<file path="src/rtl/spi_reg_responder_if.sv">
// Serial pins of the 3/4-wire config bus between a master (mkFTop side) and a register responder.
interface spi_reg_responder_if;
  logic spi_sclk;
  logic spi_sen;
  logic spi_sdata;
  logic spi_sdout;
  logic spi_sdout_oe;

  modport master (output spi_sclk, spi_sen, spi_sdata, input spi_sdout, spi_sdout_oe);
  modport slave  (input spi_sclk, spi_sen, spi_sdata, output spi_sdout, spi_sdout_oe);
endinterface

</file>
<file path="src/rtl/spi_reg_responder.sv">
// SPI-slave NREG x 8 register file; 16-bit frames {RnW, addr[6:0], data[7:0]} on oversampled pins.
// Latency: pin edges act SYNC_STAGES+1 clocks later; commits land the clock after the 16th edge.
// Backpressure: none; a local write colliding with an SPI commit is dropped and flagged.
module spi_reg_responder #(
  parameter int NREG        = 16,
  parameter int SYNC_STAGES = 2
) (
  input  logic                 CLK,
  input  logic                 RST_N,
  spi_reg_responder_if.slave   spi,
  output logic [NREG*8-1:0]    regs_flat,
  output logic                 wr_strobe,
  output logic [6:0]           wr_addr,
  output logic [7:0]           wr_data,
  input  logic                 lcl_we,
  input  logic [6:0]           lcl_addr,
  input  logic [7:0]           lcl_data,
  output logic                 lcl_conflict,
  output logic                 abort,
  output logic                 addr_err
);

  localparam int         AW     = $clog2(NREG);
  localparam logic [7:0] NREG_W = 8'(NREG);

  localparam logic [2:0] ST_WAIT = 3'd0;
  localparam logic [2:0] ST_IDLE = 3'd1;
  localparam logic [2:0] ST_CMD  = 3'd2;
  localparam logic [2:0] ST_DATA = 3'd3;
  localparam logic [2:0] ST_DONE = 3'd4;

  logic [7:0]             regs [NREG];
  logic [SYNC_STAGES-1:0] sclk_sync, sen_sync, sdata_sync;
  logic                   sclk_s, sen_s, sdata_s, sclk_d, sen_d;
  logic                   sclk_rise, sclk_fall, sen_rise, sen_fall;
  logic [2:0]             state;
  logic [3:0]             bit_cnt;
  logic [6:0]             rx;
  logic                   rnw, addr_ok;
  logic [6:0]             addr;
  logic [7:0]             tx;
  logic                   active, cmd_done, data_done, spi_commit;
  logic [6:0]             frame_addr;
  logic [7:0]             frame_data;

  function automatic logic in_range(input logic [6:0] a);
    return {1'b0, a} < NREG_W;
  endfunction

  assign sclk_s     = sclk_sync[SYNC_STAGES-1];
  assign sen_s      = sen_sync[SYNC_STAGES-1];
  assign sdata_s    = sdata_sync[SYNC_STAGES-1];
  assign sclk_rise  = sclk_s & ~sclk_d;
  assign sclk_fall  = ~sclk_s & sclk_d;
  assign sen_rise   = sen_s & ~sen_d;
  assign sen_fall   = ~sen_s & sen_d;

  assign active     = (state == ST_CMD) || (state == ST_DATA);
  assign frame_addr = {rx[5:0], sdata_s};
  assign frame_data = {rx, sdata_s};
  assign cmd_done   = (state == ST_CMD)  && sclk_rise && !sen_rise && (bit_cnt == 4'd7);
  assign data_done  = (state == ST_DATA) && sclk_rise && !sen_rise && (bit_cnt == 4'd15);
  assign spi_commit = data_done && !rnw && addr_ok;

  // sen resets to 0 so a frame already in progress at reset release is never joined mid-way
  always_ff @(posedge CLK) begin
    if (!RST_N) begin
      sclk_sync  <= '0;
      sen_sync   <= '0;
      sdata_sync <= '0;
      sclk_d     <= 1'b0;
      sen_d      <= 1'b0;
    end else begin
      sclk_sync  <= {sclk_sync[SYNC_STAGES-2:0], spi.spi_sclk};
      sen_sync   <= {sen_sync[SYNC_STAGES-2:0], spi.spi_sen};
      sdata_sync <= {sdata_sync[SYNC_STAGES-2:0], spi.spi_sdata};
      sclk_d     <= sclk_s;
      sen_d      <= sen_s;
    end
  end

  always_ff @(posedge CLK) begin
    if (!RST_N) begin
      state   <= ST_WAIT;
      bit_cnt <= '0;
      rx      <= '0;
      rnw     <= 1'b0;
      addr    <= '0;
      addr_ok <= 1'b0;
    end else begin
      case (state)
        ST_WAIT: if (sen_s) state <= ST_IDLE;
        ST_IDLE: begin
          if (sen_fall) begin
            state   <= ST_CMD;
            bit_cnt <= '0;
          end
        end
        ST_CMD, ST_DATA: begin
          if (sen_rise) begin
            state <= ST_IDLE;
          end else if (sclk_rise) begin
            bit_cnt <= bit_cnt + 4'd1;
            rx      <= {rx[5:0], sdata_s};
            if (cmd_done) begin
              state   <= ST_DATA;
              rnw     <= rx[6];
              addr    <= frame_addr;
              addr_ok <= in_range(frame_addr);
            end
            if (data_done) state <= ST_DONE;
          end
        end
        ST_DONE: if (sen_rise) state <= ST_IDLE;
        default: state <= ST_WAIT;
      endcase
    end
  end

  // The first falling edge after the command byte is skipped so bit 7 is still on the
  // pin when the master samples at the 9th rising edge.
  always_ff @(posedge CLK) begin
    if (!RST_N) begin
      tx               <= 8'h00;
      spi.spi_sdout    <= 1'b0;
      spi.spi_sdout_oe <= 1'b0;
      abort            <= 1'b0;
      addr_err         <= 1'b0;
      wr_strobe        <= 1'b0;
      lcl_conflict     <= 1'b0;
    end else begin
      abort        <= sen_rise && active;
      addr_err     <= cmd_done && !in_range(frame_addr);
      wr_strobe    <= spi_commit;
      lcl_conflict <= spi_commit && lcl_we;
      if (cmd_done)
        tx <= (rx[6] && in_range(frame_addr)) ? regs[frame_addr[AW-1:0]] : 8'h00;
      else if ((state == ST_DATA) && sclk_fall && !sen_rise && (bit_cnt >= 4'd9))
        tx <= {tx[6:0], 1'b0};
      spi.spi_sdout_oe <= (state == ST_DATA) && rnw;
      spi.spi_sdout    <= (state == ST_DATA) && rnw && tx[7];
    end
  end

  always_ff @(posedge CLK) begin
    if (!RST_N) begin
      for (int i = 0; i < NREG; i++) regs[i] <= 8'h00;
      wr_addr <= '0;
      wr_data <= '0;
    end else if (spi_commit) begin
      regs[addr[AW-1:0]] <= frame_data;
      wr_addr            <= addr;
      wr_data            <= frame_data;
    end else if (lcl_we && in_range(lcl_addr)) begin
      regs[lcl_addr[AW-1:0]] <= lcl_data;
    end
  end

  for (genvar g = 0; g < NREG; g++) begin : g_flat
    assign regs_flat[8*g +: 8] = regs[g];
  end

endmodule

</file>
<file path="src/flat_wrapper.sv">
// flat-port wrapper written by rule: the top's interface ports become plain ports
module spi_reg_responder_flat 
#(
  parameter int NREG        = 16,
  parameter int SYNC_STAGES = 2
)
  (CLK, RST_N, regs_flat, wr_strobe, wr_addr, wr_data, lcl_we, lcl_addr, lcl_data, lcl_conflict, abort, addr_err, spi_spi_sclk, spi_spi_sen, spi_spi_sdata, spi_spi_sdout, spi_spi_sdout_oe);
  spi_reg_responder_if spi_i ();
  input  logic CLK;
  input  logic RST_N;
  output logic [NREG*8-1:0] regs_flat;
  output logic wr_strobe;
  output logic [6:0] wr_addr;
  output logic [7:0] wr_data;
  input  logic lcl_we;
  input  logic [6:0] lcl_addr;
  input  logic [7:0] lcl_data;
  output logic lcl_conflict;
  output logic abort;
  output logic addr_err;
  input wire logic [$bits(spi_i.spi_sclk)-1:0] spi_spi_sclk;
  input wire logic [$bits(spi_i.spi_sen)-1:0] spi_spi_sen;
  input wire logic [$bits(spi_i.spi_sdata)-1:0] spi_spi_sdata;
  output wire logic [$bits(spi_i.spi_sdout)-1:0] spi_spi_sdout;
  output wire logic [$bits(spi_i.spi_sdout_oe)-1:0] spi_spi_sdout_oe;
  assign spi_i.spi_sclk = spi_spi_sclk;
  assign spi_i.spi_sen = spi_spi_sen;
  assign spi_i.spi_sdata = spi_spi_sdata;
  assign spi_spi_sdout = spi_i.spi_sdout;
  assign spi_spi_sdout_oe = spi_i.spi_sdout_oe;
  spi_reg_responder #(.NREG(NREG), .SYNC_STAGES(SYNC_STAGES)) u_core (.CLK(CLK), .RST_N(RST_N), .spi(spi_i), .regs_flat(regs_flat), .wr_strobe(wr_strobe), .wr_addr(wr_addr), .wr_data(wr_data), .lcl_we(lcl_we), .lcl_addr(lcl_addr), .lcl_data(lcl_data), .lcl_conflict(lcl_conflict), .abort(abort), .addr_err(addr_err));
endmodule
</file>
<file path="config.mk">
export PLATFORM = sky130hd
export DESIGN_NAME = spi_reg_responder_flat
export DESIGN_NICKNAME = d
export VERILOG_FILES = /design/src/rtl/spi_reg_responder_if.sv /design/src/rtl/spi_reg_responder.sv /design/src/flat_wrapper.sv
export SDC_FILE = /design/constraint.sdc
export NUM_CORES = 1
export LEC_CHECK = 0
export BUFFER_PORTS_ARGS = -buffer_cell sky130_fd_sc_hd__clkbuf_2
export CORE_UTILIZATION = 47
export CTS_CLUSTER_SIZE = 24
export DETAILED_ROUTE_END_ITERATION = 16
export GPL_ROUTABILITY_DRIVEN = 0
export PLACE_DENSITY = 0.7
export RECOVER_POWER = 25
export SKIP_CTS_REPAIR_TIMING = 1
export SYNTH_ARGS = -nofsm -noshare
export SYNTH_HDL_FRONTEND = slang
export SYNTH_SLANG_ARGS = --single-unit
</file>
<file path="constraint.sdc">
create_clock -name CLK -period 3.1 [get_ports CLK]
set_input_delay 0.31 -clock CLK [delete_from_list [all_inputs] [get_ports CLK]]
set_output_delay 0.31 -clock CLK [all_outputs]
set_load 0.05 [all_outputs]
</file>
# Yosys cells after proc, flatten, opt, wreduce, memory -nomap -nowiden
# Memory sizes are Yosys's and may differ from the RTL's.
# Index checks and enable logic that the tools add are counted.
# classes
n_lt_le_gt_ge	3
n_mux	29
n_reduce_logical	32
addsub	1
bitwise	9
n_eq_ne	13
# op_table
cell	n
2-to-1 mux 8 bit	5
2-to-1 mux 3 bit	7
2-to-1 mux 4 bit	5
logical AND 1 bit	18
OR reduction 8 bit	2
less-than comparator 7 x 5 -> 1 bit (second input constant)	2
one-hot mux 3 bit (4 select lines)	1
2-to-1 mux 1 bit	10
!= test 2 x 1 -> 1 bit (second input constant)	4
one-hot mux 4 bit (2 select lines)	1
AND reduction 4 bit	2
== test 3 x 2 -> 1 bit (second input constant)	2
NOT 1 bit	5
AND reduction 5 bit	1
adder 4 x 1 -> 4 bit (second input constant)	1
AND 1 bit	4
== test 4 x 3 -> 1 bit (second input constant)	1
== test 4 bit (second input constant)	1
>= comparator 4 bit (second input constant)	1
!= test 4 x 1 -> 1 bit (second input constant)	1
nonzero test 2 bit	2
== test 3 x 1 -> 1 bit (second input constant)	1
== test 3 bit (second input constant)	1
zero test 1 bit	3
other kinds (6)	6
# word_totals
regBits	60
memories	1
ramBits	128
inputBits	21
out_inout_bits	149
wordCells	108
# mem_list
memory	depth	width	read_ports	rd_ports_with_merged_regs	write_ports	line_no	rtl
u_core.regs	16	8	17	0	16	spi_reg_responder.sv:32	logic [7:0] regs [NREG];

# Depth between registers and ports, before layout
# Gate-level depths: netlist of run 1.
# logic_depth
depth_word	13
depth_mapped	8
ltp_nobuf	7

# Worst setup path after synthesis of run 1
# OpenSTA, ideal clock, no wires.
# synth_path
path_kind	flip-flop to flip-flop
from	register u_core.bit_cnt[0]
to	memory u_core.regs[1][0], enable pin
setup_slack_ps	436
setup_ps	384
t_arrival_ps	2280
stages_incl_launch_ff	8
n_path_buf	1
required_time_ps	2716
period_less_slack_ps	2664
cell_sequence	dfxtp_1 ha_1 and4b_1 and4_4 buf_6 a211o_1 o22a_1 o21ai_0
# synth_rtl
item	line_no	rtl
start: declaration	spi_reg_responder.sv:37	logic [3:0] bit_cnt;
start signal: assignment	spi_reg_responder.sv:103	bit_cnt <= bit_cnt + 4'd1;
end: declaration	spi_reg_responder.sv:32	

==> impl_metrics.toml, run 1 <==
[die]
die-width_um = 138
floorplan.rows = 49
die_height_um = 138
total_i_o_pin_count = 170
fp.dieArea_um2 = 19000
floorplan.initialDensity = 0.482
core_area_um2 = 18000

[sta]
maximum_operating_frequency_mhz = 343
skew_ns = 0.0126
timing_worst_slew_pin_value_ns = 1.80
fin_crit_sh = 0.941
slew_headroom = -0.203
finalCriticalPeriod_ns = 2.92
grt_setup_unrepaired = "no"
timing_max_transition_violations_final = 40
final.setup.tns_ns = 0
timing.final.ws_setup_ns = 0.184
report.final.hold_viol_count = 0
finalSetupViolCount = 0

[logic_synthesis]
async_flop_share = 0
yosysSeqAreaShare = 0.581
yosys.cell_count.top_type = "sky130_fd_sc_hd__edfxtp_1"
synthesis.nets = 746
post_synth_edffs = 128
postSynth.topFlopCell = "sky130_fd_sc_hd__edfxtp_1"
post_synth_most_frequent_cells = "128 x sky130_fd_sc_hd__edfxtp_1, 91 x sky130_fd_sc_hd__nor3_1, 76 x sky130_fd_sc_hd__nand2_1, 74 x sky130_fd_sc_hd__nor2_1, 60 x sky130_fd_sc_hd__dfxtp_1"
post_synth_inst_count = 722
synth.cell_area_um2 = 8680
synth_area_leaders = "sky130_fd_sc_hd__edfxtp_1 44%, sky130_fd_sc_hd__dfxtp_1 14%, sky130_fd_sc_hd__mux4_2 8.3%, sky130_fd_sc_hd__nor3_1 5.2%, sky130_fd_sc_hd__nand2_1 3.3%"
yosysTopAreaCell = "sky130_fd_sc_hd__edfxtp_1"
register_bit_count_reported_by_yosys = 188
synth-warning-count = 0
synth_area_per_cell_um2 = 12.0
yosysUniqueCellTypes = 64
synth.top_cell.area_share = 0.443

[min_path]
hold_path_class = "in -> reg"
min_delay_path_depth = 2

[grt]
largest_net_degree_at_the_start_of_global_routing = 46
antenna_found_initial = 0
grt_pass1_wl_mm = 39.1
grt_util_all_layers = 0.288
overflow = 0
first_global_vias = 6534

[route]
routed_via_density = 6.07
number_of_drc_markers_in_iteration_0 = 841
antenna_left = 0
dr_drc_count = 0
avgRoutedWirePerCell_um = 23.1
detail_route.wirelength_mm = 26.3
vias = 6926
first_pass_iters = 7

[finish]
antennaDiodeCount = 0
final.fill_count = 1601
layout-area-overhead-vs-synth_pct = 19.1
nets = 923
layout.cell_area.non_filler_um2 = 10300
layout-drive-gt1-share = 0.228
final_core_util = 0.574
finish.cell_count_without_fillers = 1141

[power]
cellLeakagePower_nw = 3.33
power.density_nw_per_um2 = 509
maximum_ir_drop_on_the_vdd_rail_v = 0.000353

[critical_path]
timing.reg2reg.worst_path_depth = 6
cp-start-kind = "register"
critPathMaxFanout = 11
critPathArrivalTime_ns = 3.01
setup.worst_path.end_class = "register"
path_class = "reg -> reg"
required_time_of_the_critical_path_ns = 3.19

[cts]
cts_h_tree_depth = 4
cts_root_buf = "sky130_fd_sc_hd__clkbuf_16"
insertion_delay_ns = 0.44
cts_tree = "done"
max_clock_buf_depth = 2
cts.sinks = 188
clk_pin_slew_worst_paths_ns = 0.08
cts_made_buffers = 17

[place]
post-place-ws_ns = 0.153
dp.cells = 1109
placement.io_buffers = 169
detailedPlacementHpwl_mm = 18.8
detailed_place.area_um2 = 9920

[outcome]
status = "complete, but fails checks"
failed_checks = "capacitance limit, slew limit"

[run]
max_cap_viol_count = 1
-- final cells by class --
class | instances | area (µm²) | area share
inverters | 12 | 45.0 | 0.00436
well taps | 229 | 287 | 0.0277
clock inverters | 15 | 111 | 0.0108
flip-flops and latches | 188 | 5050 | 0.488
clock buffers | 17 | 425 | 0.0411
multi-input cells | 467 | 3350 | 0.324
repair buffers | 213 | 1080 | 0.104
-- metrics by stage --
| stage | hold slack [ns] | total power, mW |
|---|---|---|
| after floorplan | 0.412 | 3.13 |
| after global placement | 0.432 | 3.28 |
| after detailed placement | 0.431 | 3.28 |
| after CTS | 0.0683 | 5.27 |
| after global routing | 0.0673 | 5.41 |
| final | 0.0741 | 5.26 |
-- cells in the final DEF, fill, tap and decap left out, drive strengths merged, types with 5 or more instances in the layout --
cell / count
buf: 43
nor3: 92
dfxtp: 60
edfxtp: 128
a32oi: 16
a211oi: 6
nand3: 8
clkinv: 6
o221a: 7
mux2i: 17
a21oi: 43
mux4: 32
nand2: 77
and2: 12
o21ai: 15
clkbuf: 187
o22ai: 8
inv: 17
nor2: 76
nor2b: 5
-- routing by layer --
metal / GRT usage / vias up / part of all wire
met5: 0 / - / 0
met3: 0.0738 / 41 / 0.10
met2: 0.437 / 415 / 0.47
met1: 0.398 / 3384 / 0.40
met4: 0.107 / 0 / 0.025
li1: - / 3086 / -
-- path summary, 6_finish.rpt --
check,slack [ns],from,to
worst min-delay path,0.07,spi_spi_sclk,u_core.sclk_sync[0]$_SDFF_PN0_
worst max-delay path,0.18,u_core.bit_cnt[0]$_SDFFE_PN0P_,u_core.regs[12][2]$_SDFFCE_PN0P_
worst min register to register,0.45,u_core.wr_addr[5]$_SDFFE_PN0P_,u_core.wr_addr[5]$_SDFFE_PN0P_
worst max register to register,0.18,u_core.bit_cnt[0]$_SDFFE_PN0P_,u_core.regs[12][2]$_SDFFCE_PN0P_
-- worst max-delay path: stages, from the launching register on --
cell	delay, ns
sky130_fd_sc_hd__dfxtp_1	0.42
sky130_fd_sc_hd__ha_1	0.24
sky130_fd_sc_hd__and4b_1	0.30
sky130_fd_sc_hd__and4_4	0.39
sky130_fd_sc_hd__a2111oi_4	0.11
sky130_fd_sc_hd__a311oi_1	0.72
sky130_fd_sc_hd__a21oi_1	0.39
-- cells by family after synthesis --
group,share of synthesized area
and+or+nand+nor,0.161
muxes,0.106
AOI/OAI and AO/OA,0.111
adders and majority gates,0.00432
buffers and inverters,0.0366
DFF,0.581
-- power breakdown --
group | internal, mW | switching, mW
combinational | 0.0889 | 0.355
clock | 1.04 | 1.00
sequential | 2.73 | 0.0464
total | 3.86 | 1.40
-- registers in the layout (all words and copies together) (netlist names) --
name and cells:
u_core.abort 1, u_core.addr 7, u_core.addr_err 1, u_core.addr_ok 1
u_core.bit_cnt 4, u_core.lcl_conflict 1, u_core.regs 128, u_core.rnw 1
u_core.rx 7, u_core.sclk_d 1, u_core.sclk_sync 2, u_core.sdata_sync 2
u_core.sen_d 1, u_core.sen_sync 2, u_core.spi.spi_sdout 1, u_core.spi.spi_sdout_oe 1
u_core.state 3, u_core.tx 8, u_core.wr_addr 7, u_core.wr_data 8
u_core.wr_strobe 1
Power figures use the tool's default switching activity.
==> inputs of run 2 (changes only) <==
==> constraint.sdc (replaced) <==
create_clock -name CLK -period 3.1 [get_ports CLK]
set_input_delay 0.31 -clock CLK [delete_from_list [all_inputs] [get_ports CLK]]
set_output_delay 0.31 -clock CLK [all_outputs]
set_load 0.1 [all_outputs]
==> run 2 against run 1 <==
Compared with the run above: the flow still finishes with violations (capacitance limit, slew limit); final cell count stayed put; via count is 0.16% higher; final area hardly changed; die area stayed put; global-route usage stayed put; worst setup slack better by 0.0013 ns; combinational power is 49% higher; fmax hardly changed; largest cell class unchanged.
==> impl_metrics.toml, run 2 (synthesized netlist as in run 1, its figures left out) <==
[critical_path]
cp_slowest_stage_delay_ns = 0.77
crit_family = "compound AO/OA/AOI/OAI gates"
cp-start-kind = "register"
crit_buf_inv = 0
critPathArrivalTime_ns = 2.97
path_class = "reg -> reg"
max_stage_delay_cell_worst_path = "sky130_fd_sc_hd__a21oi_1"
required_time_of_the_critical_path_ns = 3.16
crit_path_cell_trace = "ha_1 -> and4b_1 -> nand4_1 -> o21ai_4 -> a311oi_1 -> a21oi_1"
critPathMaxFanout = 8
setup.worst_path.end_class = "register"

[sta]
timing.final.ws_setup_ns = 0.185
final.setup.tns_ns = 0
skew_ns = 0.0127
timing_worst_slew_pin_value_ns = 1.81
timing_max_transition_violations_final = 40
slew_headroom = -0.204
fin_crit_sh = 0.940
finalCriticalPeriod_ns = 2.91
whs_ns = 0.0744
grt_setup_unrepaired = "no"
finalSetupViolCount = 0
report.final.hold_viol_count = 0
maximum_operating_frequency_mhz = 343

[grt]
grt_pass1_wl_mm = 39.1
first_global_vias = 6534
overflow = 0
grt_util_all_layers = 0.288
antenna_found_initial = 0
largest_net_degree_at_the_start_of_global_routing = 46

[die]
total_i_o_pin_count = 170
core_area_um2 = 18000
floorplan.rows = 49
die_height_um = 138
fp.dieArea_um2 = 19000
floorplan.initialDensity = 0.482
die-width_um = 138

[finish]
layout_common_cells = "128 x sky130_fd_sc_hd__edfxtp_1, 106 x sky130_fd_sc_hd__clkbuf_1, 91 x sky130_fd_sc_hd__nor3_1"
layout-area-overhead-vs-synth_pct = 19.1
final_core_util = 0.574
final.fill_count = 1602
reg.largest.list = "u_core.regs: 128 flops, u_core.tx: 8 flops, u_core.wr_data: 8 flops"
most_common_library_cell_in_the_layout_ignoring_fill_and_taps = "sky130_fd_sc_hd__edfxtp_1"
largest_register_ffs = 128
layout-drive-gt1-share = 0.230
nets = 923
regMostFlops = "u_core.regs"
antennaDiodeCount = 0

[route]
routed.top_layer = "met4"
routed-wl-met3_mm = 2.72
antenna_left = 0
dr_drc_count = 0
vias = 6937
avgRoutedWirePerCell_um = 23.1
detailroute.wirelength.met2_mm = 12.5
routedLengthMet1_mm = 10.5
routed_via_density = 6.08
first_pass_iters = 5
detail_route.wirelength_mm = 26.3
number_of_drc_markers_in_iteration_0 = 840

[power]
power.density_nw_per_um2 = 530
cellLeakagePower_nw = 3.33
report.power.total_mw = 5.48
maximum_ir_drop_on_the_vdd_rail_v = 0.000353

[outcome]
status = "complete, but fails checks"
failed_checks = "capacitance limit, slew limit"

[cts]
cts_h_tree_depth = 4
cts_tree = "done"
max_clock_buf_depth = 2
cts_root_buf = "sky130_fd_sc_hd__clkbuf_16"
cts.sinks = 188
insertion_delay_ns = 0.44
clk_pin_slew_worst_paths_ns = 0.08
cts_made_buffers = 17

[place]
post-place-ws_ns = 0.153
detailedPlacementHpwl_mm = 18.8
placement.io_buffers = 169

[run]
max_cap_viol_count = 1

[min_path]
hold_path_class = "in -> reg"
## run 2: area by class of cell
type                    instances  area, µm²  share of cell area
flip-flops and latches        188       5050               0.488
multi-input cells             467       3350               0.324
repair buffers                213       1080               0.104
clock buffers                  17        425              0.0411
well taps                     229        287              0.0277
clock inverters                15        111              0.0108
inverters                      12       45.0             0.00436
## run 2: layer usage
layer / vias up / track usage
met4: 0 / 0.107
met3: 37 / 0.0738
met1: 3400 / 0.398
met5: - / 0
li1: 3084 / -
met2: 416 / 0.437
## run 2: worst paths after layout
path                            cells past startpoint  slack [ns]                               end                      startpoint
worst min-delay path                                2        0.07    u_core.sclk_sync[0]$_SDFF_PN0_                    spi_spi_sclk
worst max-delay path                                6        0.19  u_core.regs[12][2]$_SDFFCE_PN0P_  u_core.bit_cnt[0]$_SDFFE_PN0P_
worst max register to register                      6        0.19  u_core.regs[12][2]$_SDFFCE_PN0P_  u_core.bit_cnt[0]$_SDFFE_PN0P_
worst min register to register                      2        0.45    u_core.wr_addr[5]$_SDFFE_PN0P_  u_core.wr_addr[5]$_SDFFE_PN0P_
## run 2: worst reg2reg max path, delay by kind of cell (launching register included)
| kind | cells | cell delay, ns |
|---|---|---|
| AOI/OAI and AO/OA | 3 | 1.28 |
| adders and majority gates | 1 | 0.24 |
| DFF | 1 | 0.42 |
| and+or+nand+nor | 2 | 0.60 |
## run 2: stage by stage
step	std cells	instance area (µm²)
finish	1141	10300
global route	1141	10300
CTS	1141	10500
detailed placement	1109	9920
global placement	1109	9920
floorplan	722	8680
## run 2: power by group
group	switching (mW)	leakage [nW]	total (mW)	internal (mW)
sequential	0.0461	1.77	2.78	2.73
combinational	0.573	1.31	0.661	0.0881
clock	1.00	0.254	2.04	1.04
==> inputs of run 3 (changes only) <==
--- a/config.mk
+++ b/config.mk
@@ -12,6 +12,7 @@
 export GPL_ROUTABILITY_DRIVEN = 0
 export PLACE_DENSITY = 0.7
 export RECOVER_POWER = 25
+export REMOVE_ABC_BUFFERS = 1
 export SKIP_CTS_REPAIR_TIMING = 1
 export SYNTH_ARGS = -nofsm -noshare
 export SYNTH_HDL_FRONTEND = slang
==> constraint.sdc (replaced) <==
create_clock -name CLK -period 3.1 [get_ports CLK]
set_input_delay 0.31 -clock CLK [delete_from_list [all_inputs] [get_ports CLK]]
set_output_delay 0.31 -clock CLK [all_outputs]
set_load 0.02 [all_outputs]
==> run 3 against run 2 <==
Compared with the run above: the run still ends with capacitance limit, slew limit left; register-to-register slack barely moved; die area did not move; sequential power hardly changed; utilization up 0.57 points; global-route usage decreased by 0.60 points; largest power group unchanged; count of clock-buffer cells in the layout grew 1; first-iteration DRC count decreased by 33%; final area increased by 0.99%; via count is 1.1% higher; hold slack improved by 0.015 ns; clock skew is 0.0024 ns lower; worst setup slack got worse by 0.0045 ns.
==> impl_metrics.toml, run 3 (synthesized netlist as in run 1, its figures left out) <==
[outcome]
status = "complete, but fails checks"
failed_checks = "capacitance limit, slew limit"

[critical_path]
max_stage_delay_cell_worst_path = "sky130_fd_sc_hd__a21boi_0"
regToRegSetupSlack_ns = 0.18
critPathMaxFanout = 9
setup.worst_path.end_class = "register"
worst_r2r_startpoint = "u_core.bit_cnt[0]$_SDFFE_PN0P_"
timing.reg2reg.worst_path_depth = 7
crit_buf_inv = 1
crit_family = "compound AO/OA/AOI/OAI gates"
cp_slowest_stage_delay_ns = 0.56
critPathArrivalTime_ns = 3.00
path_class = "reg -> reg"
cp-start-kind = "register"
critical_path.reg2reg.endpoint = "u_core.regs[7][3]$_SDFFCE_PN0P_"
crit_path_cell_trace = "ha_1 -> and4b_1 -> nand4_1 -> buf_4 -> o2111ai_1 -> a21boi_0 -> a21oi_1"
required_time_of_the_critical_path_ns = 3.18

[cts]
cts.sinks = 188
cts_h_tree_depth = 4
cts_tree = "done"
max_clock_buf_depth = 2
cts_root_buf = "sky130_fd_sc_hd__clkbuf_16"
insertion_delay_ns = 0.43
cts_made_buffers = 17
clk_pin_slew_worst_paths_ns = 0.07

[sta]
timing_max_transition_violations_final = 40
finalSetupViolCount = 0
slew_headroom = -0.183
timing.final.ws_setup_ns = 0.181
timing_worst_slew_pin_value_ns = 1.78
report.final.hold_viol_count = 0
fin_crit_sh = 0.942
skew_ns = 0.0103
finalCriticalPeriod_ns = 2.92
maximum_operating_frequency_mhz = 343
grt_setup_unrepaired = "no"

[place]
placement.io_buffers = 169
detailed_place.area_um2 = 9970
post-place-ws_ns = 0.162
detailedPlacementHpwl_mm = 18.1

[finish]
most_common_library_cell_in_the_layout_ignoring_fill_and_taps = "sky130_fd_sc_hd__edfxtp_1"
antennaDiodeCount = 0
largest_register_ffs = 128
nets = 929
seq_area_um2 = 5050
layout-area-overhead-vs-synth_pct = 20.3
multiInputGateArea_um2 = 3340
layout.cell_area.non_filler_um2 = 10400
layout-drive-gt1-share = 0.227
final.fill_count = 1556
regMostFlops = "u_core.regs"
layout_common_cells = "128 x sky130_fd_sc_hd__edfxtp_1, 111 x sky130_fd_sc_hd__clkbuf_1, 91 x sky130_fd_sc_hd__nor3_1"
reg.largest.list = "u_core.regs: 128 flops, u_core.tx: 8 flops, u_core.wr_data: 8 flops"

[grt]
grt_util_all_layers = 0.282
first_global_vias = 6682
grt_pass1_wl_mm = 38.7
overflow = 0
antenna_found_initial = 0
largest_net_degree_at_the_start_of_global_routing = 46

[route]
antenna_left = 0
routed_via_density = 6.12
dr_drc_count = 0
detail_route.wirelength_mm = 26.1
first_pass_iters = 5
number_of_drc_markers_in_iteration_0 = 567
vias = 7014
avgRoutedWirePerCell_um = 22.7

[die]
fp.dieArea_um2 = 19000
die-width_um = 138
floorplan.initialDensity = 0.482
core_area_um2 = 18000
floorplan.rows = 49
die_height_um = 138
total_i_o_pin_count = 170

[min_path]
hold_path.startpoint = "spi_spi_sdata"
hold_path_class = "in -> reg"
min_delay_path_depth = 2
hold-path-endpoint = "u_core.sdata_sync[0]$_SDFF_PN0_"

[run]
max_cap_viol_count = 1

[power]
maximum_ir_drop_on_the_vdd_rail_v = 0.000394
report.power.total_mw = 5.33
cellLeakagePower_nw = 3.39
power.density_nw_per_um2 = 511
-- run 3: changes by cell type in the layout (fill, tap and decap cells not counted), sizes merged --
cell	previous run	this run
buf	43	49
bufinv	0	2
clkbuf	187	188
clkinvlp	4	1
-- run 3: cell type report --
type,instances,share of cell area
multi-input combinational,467,0.320
clock inverter,14,0.0171
timing repair buffer,219,0.107
clock buffer,18,0.0411
sequential,188,0.483
tap,229,0.0274
inverter,12,0.00431
-- run 3: through the flow --
stage	setup TNS, ns	util	hold WS (ns)	cells
after floorplan	-7.67	-	0.412	667
after global placement	0	0.553	0.420	1115
after detailed placement	0	0.553	0.419	1115
after CTS	0	0.587	0.0831	1147
after global routing	0	0.579	0.0955	1147
final	0	0.579	0.0892	1147
-- run 3: per-layer routing --
layer	vias to the layer above	track usage	wire length, µm
li1	3098	-	-
met1	3399	0.365	9980
met2	449	0.438	12400
met3	68	0.0808	2750
met4	0	0.130	935
met5	-	0	0
-- run 3: worst max-delay path by stage --
stage                                  endpoint  cells after the start                           start  slack [ns]
5_1_grt         u_core.regs[7][3]$_SDFFCE_PN0P_                      7  u_core.bit_cnt[0]$_SDFFE_PN0P_        0.03
2_1_floorplan   u_core.regs[3][0]$_SDFFCE_PN0P_                      6  u_core.bit_cnt[0]$_SDFFE_PN0P_       -0.13
4_1_cts        u_core.regs[12][3]$_SDFFCE_PN0P_                      6  u_core.bit_cnt[0]$_SDFFE_PN0P_        0.13
6_report        u_core.regs[7][3]$_SDFFCE_PN0P_                      7  u_core.bit_cnt[0]$_SDFFE_PN0P_        0.18
3_3_place_gp    u_core.regs[6][0]$_SDFFCE_PN0P_                      7  u_core.bit_cnt[0]$_SDFFE_PN0P_        0.30
3_5_place_dp   u_core.regs[12][3]$_SDFFCE_PN0P_                      6  u_core.bit_cnt[0]$_SDFFE_PN0P_        0.16
-- run 3: where the power goes --
group	switching (mW)	internal, mW
registers	0.0468	2.73
clock network	1.02	1.23
logic	0.223	0.0914
